[src/rtl/add16_seq_ctrl_pkg.sv]
// rtl/add16_seq_ctrl_pkg.sv - shared types and constants for the sliced adder sequencer
//   Contents: state_t (IDLE/RUN/HOLD), SLICE_W (adder slice width),
//             width_ok() elaboration-time width/slice consistency check.
package add16_seq_ctrl_pkg;

  // Width of the one physical adder slice; the controller is built around it.
  localparam int SLICE_W = 4;

  typedef enum logic [1:0] {
    ST_IDLE = 2'd0,
    ST_RUN  = 2'd1,
    ST_HOLD = 2'd2
  } state_t;

  // True when the requested operand width can be covered by whole passes of the slice.
  function automatic bit width_ok(input int width, input int slice);
    return (slice == SLICE_W) && (width >= slice) && ((width % slice) == 0);
  endfunction

endpackage

[src/rtl/add16_seq_ctrl_adder4.sv]
// rtl/add16_seq_ctrl_adder4.sv - 4-bit carry-lookahead adder slice
//   Ports: i_a, i_b [3:0] addends; i_cin carry in;
//          o_sum [3:0] slice sum; o_cout carry out of bit 3.
module add16_seq_ctrl_adder4
  import add16_seq_ctrl_pkg::*;
(
  input  logic [SLICE_W-1:0] i_a,
  input  logic [SLICE_W-1:0] i_b,
  input  logic               i_cin,
  output logic [SLICE_W-1:0] o_sum,
  output logic               o_cout
);

  logic [SLICE_W-1:0] w_g;
  logic [SLICE_W-1:0] w_p;
  logic [SLICE_W-1:0] w_c;

  assign w_g = i_a & i_b;
  assign w_p = i_a ^ i_b;

  // All carries are formed directly from generate/propagate terms and i_cin,
  // so none of them waits on a lower-order carry.
  assign w_c[0] = i_cin;
  assign w_c[1] = w_g[0]
                | (w_p[0] & i_cin);
  assign w_c[2] = w_g[1]
                | (w_p[1] & w_g[0])
                | (w_p[1] & w_p[0] & i_cin);
  assign w_c[3] = w_g[2]
                | (w_p[2] & w_g[1])
                | (w_p[2] & w_p[1] & w_g[0])
                | (w_p[2] & w_p[1] & w_p[0] & i_cin);
  assign o_cout = w_g[3]
                | (w_p[3] & w_g[2])
                | (w_p[3] & w_p[2] & w_g[1])
                | (w_p[3] & w_p[2] & w_p[1] & w_g[0])
                | (w_p[3] & w_p[2] & w_p[1] & w_p[0] & i_cin);

  assign o_sum = w_p ^ w_c;

endmodule

[src/rtl/add16_seq_ctrl.sv]
// rtl/add16_seq_ctrl.sv - WIDTH-bit adder time-sharing one 4-bit slice, LSB slice first
//   Ports: clk, rst (async, active-high);
//          in_valid/in_ready + a, b, cin  : operand handshake;
//          out_valid/out_ready + sum, cout, ovf : result handshake (held in HOLD);
//          busy : controller not idle.
module add16_seq_ctrl
  import add16_seq_ctrl_pkg::*;
#(
  parameter int WIDTH = 16,
  parameter int SLICE = SLICE_W
) (
  input  logic             clk,
  input  logic             rst,
  input  logic             in_valid,
  output logic             in_ready,
  input  logic [WIDTH-1:0] a,
  input  logic [WIDTH-1:0] b,
  input  logic             cin,
  output logic             out_valid,
  input  logic             out_ready,
  output logic [WIDTH-1:0] sum,
  output logic             cout,
  output logic             ovf,
  output logic             busy
);

  localparam int NSLICE = WIDTH / SLICE;
  localparam int IDX_W  = (NSLICE > 1) ? $clog2(NSLICE) : 1;
  localparam logic [IDX_W-1:0] LAST_IDX = IDX_W'(NSLICE - 1);

  generate
    if (!width_ok(WIDTH, SLICE)) begin : g_bad_width
      $error("add16_seq_ctrl: WIDTH must be a positive multiple of SLICE, and SLICE must be 4");
    end
  endgenerate

  state_t             r_state;
  state_t             w_state_nxt;

  logic [WIDTH-1:0]   r_a;
  logic [WIDTH-1:0]   r_b;
  logic               r_carry;
  logic [IDX_W-1:0]   r_idx;
  logic [WIDTH-1:0]   r_sum;
  logic               r_cout;
  logic               r_ovf;

  logic               w_accept;
  logic               w_step;
  logic               w_last;
  logic [SLICE_W-1:0] w_a_slice;
  logic [SLICE_W-1:0] w_b_slice;
  logic [SLICE_W-1:0] w_slice_sum;
  logic               w_slice_cout;

  // ---------------------------------------------------------------------------
  // Control FSM
  // ---------------------------------------------------------------------------
  always_ff @(posedge clk or posedge rst) begin
    if (rst) begin
      r_state <= ST_IDLE;
    end else begin
      r_state <= w_state_nxt;
    end
  end

  always_comb begin
    w_state_nxt = r_state;
    in_ready    = 1'b0;
    out_valid   = 1'b0;
    busy        = 1'b1;
    unique case (r_state)
      ST_IDLE: begin
        in_ready = 1'b1;
        busy     = 1'b0;
        if (in_valid) begin
          w_state_nxt = ST_RUN;
        end
      end
      ST_RUN: begin
        if (w_last) begin
          w_state_nxt = ST_HOLD;
        end
      end
      ST_HOLD: begin
        out_valid = 1'b1;
        if (out_ready) begin
          w_state_nxt = ST_IDLE;
        end
      end
      default: begin
        w_state_nxt = ST_IDLE;
        busy        = 1'b0;
      end
    endcase
  end

  // Operands are only sampled on an accept, so anything on a/b while
  // in_valid is low never reaches the registers.
  assign w_accept = (r_state == ST_IDLE) && in_valid;
  assign w_step   = (r_state == ST_RUN);
  assign w_last   = (r_idx == LAST_IDX);

  // ---------------------------------------------------------------------------
  // Shared slice datapath
  // ---------------------------------------------------------------------------
  assign w_a_slice = r_a[r_idx*SLICE_W +: SLICE_W];
  assign w_b_slice = r_b[r_idx*SLICE_W +: SLICE_W];

  add16_seq_ctrl_adder4 u_adder4 (
    .i_a    (w_a_slice),
    .i_b    (w_b_slice),
    .i_cin  (r_carry),
    .o_sum  (w_slice_sum),
    .o_cout (w_slice_cout)
  );

  always_ff @(posedge clk or posedge rst) begin
    if (rst) begin
      r_a     <= '0;
      r_b     <= '0;
      r_carry <= 1'b0;
      r_idx   <= '0;
      r_sum   <= '0;
      r_cout  <= 1'b0;
      r_ovf   <= 1'b0;
    end else if (w_accept) begin
      r_a     <= a;
      r_b     <= b;
      r_carry <= cin;
      r_idx   <= '0;
      r_sum   <= '0;
    end else if (w_step) begin
      r_sum[r_idx*SLICE_W +: SLICE_W] <= w_slice_sum;
      r_carry <= w_slice_cout;
      r_idx   <= w_last ? '0 : r_idx + 1'b1;
      if (w_last) begin
        r_cout <= w_slice_cout;
        // The top sum bit is being written on this same edge, so it is taken
        // from the slice output rather than from r_sum.
        r_ovf  <= (r_a[WIDTH-1] ~^ r_b[WIDTH-1]) & (w_slice_sum[SLICE_W-1] ^ r_a[WIDTH-1]);
      end
    end
  end

  assign sum  = r_sum;
  assign cout = r_cout;
  assign ovf  = r_ovf;

endmodule

[config.mk]
export PLATFORM = sky130hd
export DESIGN_NAME = add16_seq_ctrl
export DESIGN_NICKNAME = d
export VERILOG_FILES = /design/src/rtl/add16_seq_ctrl_pkg.sv /design/src/rtl/add16_seq_ctrl_adder4.sv /design/src/rtl/add16_seq_ctrl.sv
export SDC_FILE = /design/constraint.sdc
export NUM_CORES = 1
export LEC_CHECK = 0
export ABC_AREA = 0
export CAP_MARGIN = 20
export CORE_ASPECT_RATIO = 1.75
export CORE_UTILIZATION = 52
export CTS_BUF_LIST = sky130_fd_sc_hd__clkbuf_2 sky130_fd_sc_hd__clkbuf_4 sky130_fd_sc_hd__clkbuf_8
export DETAILED_ROUTE_END_ITERATION = 12
export PLACE_DENSITY = 0.91
export SETUP_SLACK_MARGIN = 0.02
export SLEW_MARGIN = 20
export SYNTH_ARGS = -nofsm -noshare
export SYNTH_HDL_FRONTEND = slang
export SYNTH_SLANG_ARGS = --single-unit
[constraint.sdc]
create_clock -name clk -period 3.1 [get_ports clk]
set_input_delay 0.31 -clock clk [delete_from_list [all_inputs] [get_ports clk]]
set_output_delay 0.31 -clock clk [all_outputs]
set_load 0.005 [all_outputs]
==> out/results.tsv <==
stage	metric	value	unit
setup_path	cp.arrival	2.61	ns
power_and_ir_drop	p_leak	1.44	nW
setup_path	critPathRequiredTime	3.29	ns
sta	worst_pin_slew	0.920	ns
route	drt-pass1-iter-count	4	
route	wirelength	5.13	mm
logic_synthesis	syn_avg_cell_area	14.0	um^2
clocking	clockBufferDepth	2	
grt	grt_pass1_wl	8.63	mm
layout	area_delta_synth_final	26.6	%
route	wl_met2	2.87	mm
floorplanning	rows	34	
setup_path	cp-start-kind	flop	
floorplanning	die_height	96.6	um
sta	rsz0062_at_grt	false	
sta	relSlewSlack	38.7	%
sta	setup_tns	0	ns
logic_synthesis	yosysWarnings	0	
status	status	completed	
setup_path	critPathMaxStageDelay	0.56	ns
placement	globalplace.congestion	0.862	
clocking	cts.repair.resized	0	
sta	clock_skew	0.00887	ns
route	ant_nets	0	
setup_path	path_cells	buf_4, mux4_2, ha_1, a211oi_1, o21a_1, nor3_2, a221o_1	
grt	grt.total_usage	20.7	%
clocking	cts_tree	built	
power_and_ir_drop	powerDensity	1010	nW/um^2
placement	hpwl	3.91	mm
grt	grt_pass1_vias	1836	
power_and_ir_drop	p_total	3.39	mW
clocking	cts.sinks	55	
placement	placement.io_buffers	57	
sta	hold_viol	0	
sta	max_freq	413	MHz
setup_path	cp_top_family	compound AO/OA/AOI/OAI gates	
layout	finalNetCount	300	
placement	dp.cells	296	
floorplanning	die_area	5420	um^2
setup_path	crit_path_end_kind	flop	
setup_path	path_class	flop to flop	
floorplanning	initial_core_util	53.9	%
logic_synthesis	synthMuxAreaShare	20.7	%
clocking	clockRootBuffer	clkbuf_8	
placement	place_area	3270	um^2
grt	antenna_found_initial	0	
logic_synthesis	synth_top_family_by_area	multiplexers	
setup_path	crit_path_top_delay_cell	mux4_2	
sta	drv_slew	0	
sta	timing.final.crit_share	78.1	%
route	vias	1727	
power_and_ir_drop	ir_drop	687	uV
setup_path	path_max_fanout	7	
job	drv_cap	0	
logic_synthesis	synthSimpleGateAreaFrac	6.40	%
clocking	post-cts-setup-buffers	0	
floorplanning	num_io_pins	58	
grt	grt_start_max_net_pins	56	
logic_synthesis	synth_compound_area_share	10.3	%
route	met1Wirelength	1.99	mm
layout	design_area	3370	um^2
clocking	path_clk_slew	0.09	ns
floorplanning	die_w	56.1	um
route	wl_per_cell	16.9	um
logic_synthesis	synthAdderAreaFrac	6.87	%
clocking	htreeDepth	2	
worst_hold_path	worst_hold_path_type	primary input to async pin	
route	drtIter0Drc	35	
floorplanning	core_area	4930	um^2
clocking	holdBufCountCts	0	
logic_synthesis	netlist_area	2660	um^2
logic_synthesis	synthDistinctLibCells	35	
logic_synthesis	ys_ff_latch	55	
sta	setup_violations	0	
layout	final_cells	304	
route	vias_per_cell	5.68	
layout	drive_gt1_share	22.8	%
clocking	numCtsBuffers	5	
grt	overflow	0	
logic_synthesis	synth_fp_nets	241	
route	top_layer	met4	
route	post-route-drc-count	0	
layout	final_util	68.2	%
layout	insertedDiodeCount	0	
logic_synthesis	synthXorXnorAreaFrac	0.659	%
sta	period_needed	2.42	ns
logic_synthesis	seq_area_frac_synth	51.7	%
logic_synthesis	synthCells	190	
setup_path	crit_buf_inv	1	
route	dr_wl_met3	113	um
clocking	clk_latency	0.31	ns
-- per-layer routing --
metal  vias to the layer above  global-route usage [%]
li1                        816                       -
met1                       856                    23.9
met2                        42                    36.2
met3                        13                    3.74
met4                         0                    10.1
met5                         -                       0
-- final cells by class --
cell class	instances	area [um^2]
Inverter	9	35.0
Multi-Input combinational cell	118	1200
Timing Repair Buffer	60	593
Tap cell	54	67.6
Fill cell	354	1570
Sequential cell	55	1380
Clock inverter	1	8.76
Clock buffer	7	90.1
-- registers in the layout, indices dropped and copies added (netlist names) --
signal / count
r_carry: 1
sum: 16
cout: 1
r_a: 16
ovf: 1
r_b: 16
r_state: 2
r_idx: 2
-- stage by stage --
step,worst slack [ns],hold WS (ns)
finish,0.680,0.485
global route,0.512,0.539
CTS,0.659,0.508
detailed placement,0.693,0.488
global placement,0.736,0.469
floorplan,0.618,0.425
-- worst paths after layout --
| check | start | to | slack, ns | cells past startpoint |
|---|---|---|---|---|
| min in group clk | cout$_DFFE_PP0P_ | cout$_DFFE_PP0P_ | 0.50 | 2 |
| worst max register to register | r_idx[0]$_DFFE_PP0P_ | ovf$_DFFE_PP0P_ | 0.68 | 7 |
| worst max-delay path | r_idx[0]$_DFFE_PP0P_ | ovf$_DFFE_PP0P_ | 0.68 | 7 |
| max in group asynchronous | rst | r_a[15]$_DFFE_PP0P_ | 2.05 | 2 |
| worst min-delay path | rst | r_state[1]$_DFFE_PP0P_ | 0.49 | 2 |
| worst min register to register | cout$_DFFE_PP0P_ | cout$_DFFE_PP0P_ | 0.50 | 2 |
-- cell families after synthesis --
group	after synthesis
AOI/OAI and AO/OA	36
DFF	55
muxes	41
adders and majority gates	14
and+or+nand+nor	25
xor gates and xnor gates	2
buffers and inverters	17
-- synth_stat cells (all sizes together) --
cell type	number	area share [%]
nor3	4	0.94
a221o	1	0.38
a211oi	1	0.28
nand3	1	0.19
o31a	1	0.33
fa	1	0.75
a21bo	1	0.61
o21a	1	0.28
inv	9	1.3
nor4	1	0.24
a21oi	8	1.5
nand2	6	0.85
o31ai	1	0.28
dfrtp	55	52
a21o	1	0.28
clkbuf	1	0.14
nor2b	1	0.24
ha	13	6.1
nor2	7	1.3
and4	2	0.66
mux2i	1	0.38
xnor2	1	0.33
xor2	1	0.33
and2	1	0.24
a222oi	1	0.38
buf	7	1.9
nor4b	2	1.8
a22o	16	5.3
mux4	8	6.8
o21ai	4	0.75
mux2	32	14
-- cells in the final DEF (no fill, tap or decap), drive strengths merged, types with 2 or more instances in the layout --
| master | n |
|---|---|
| a21oi | 8 |
| a22o | 16 |
| and4 | 2 |
| buf | 3 |
| clkbuf | 7 |
| clkdlybuf4s50 | 57 |
| clkinv | 2 |
| dfrtp | 55 |
| ha | 13 |
| inv | 8 |
| mux2 | 32 |
| mux4 | 8 |
| nand2 | 6 |
| nor2 | 7 |
| nor3 | 4 |
| nor4b | 2 |
| o21ai | 4 |
-- power by group --
group,internal (mW),switching [mW]
sequential,0.993,0.191
combinational,0.888,0.903
clock,0.192,0.222
total,2.07,1.32
(Power assumes the default switching activity.)
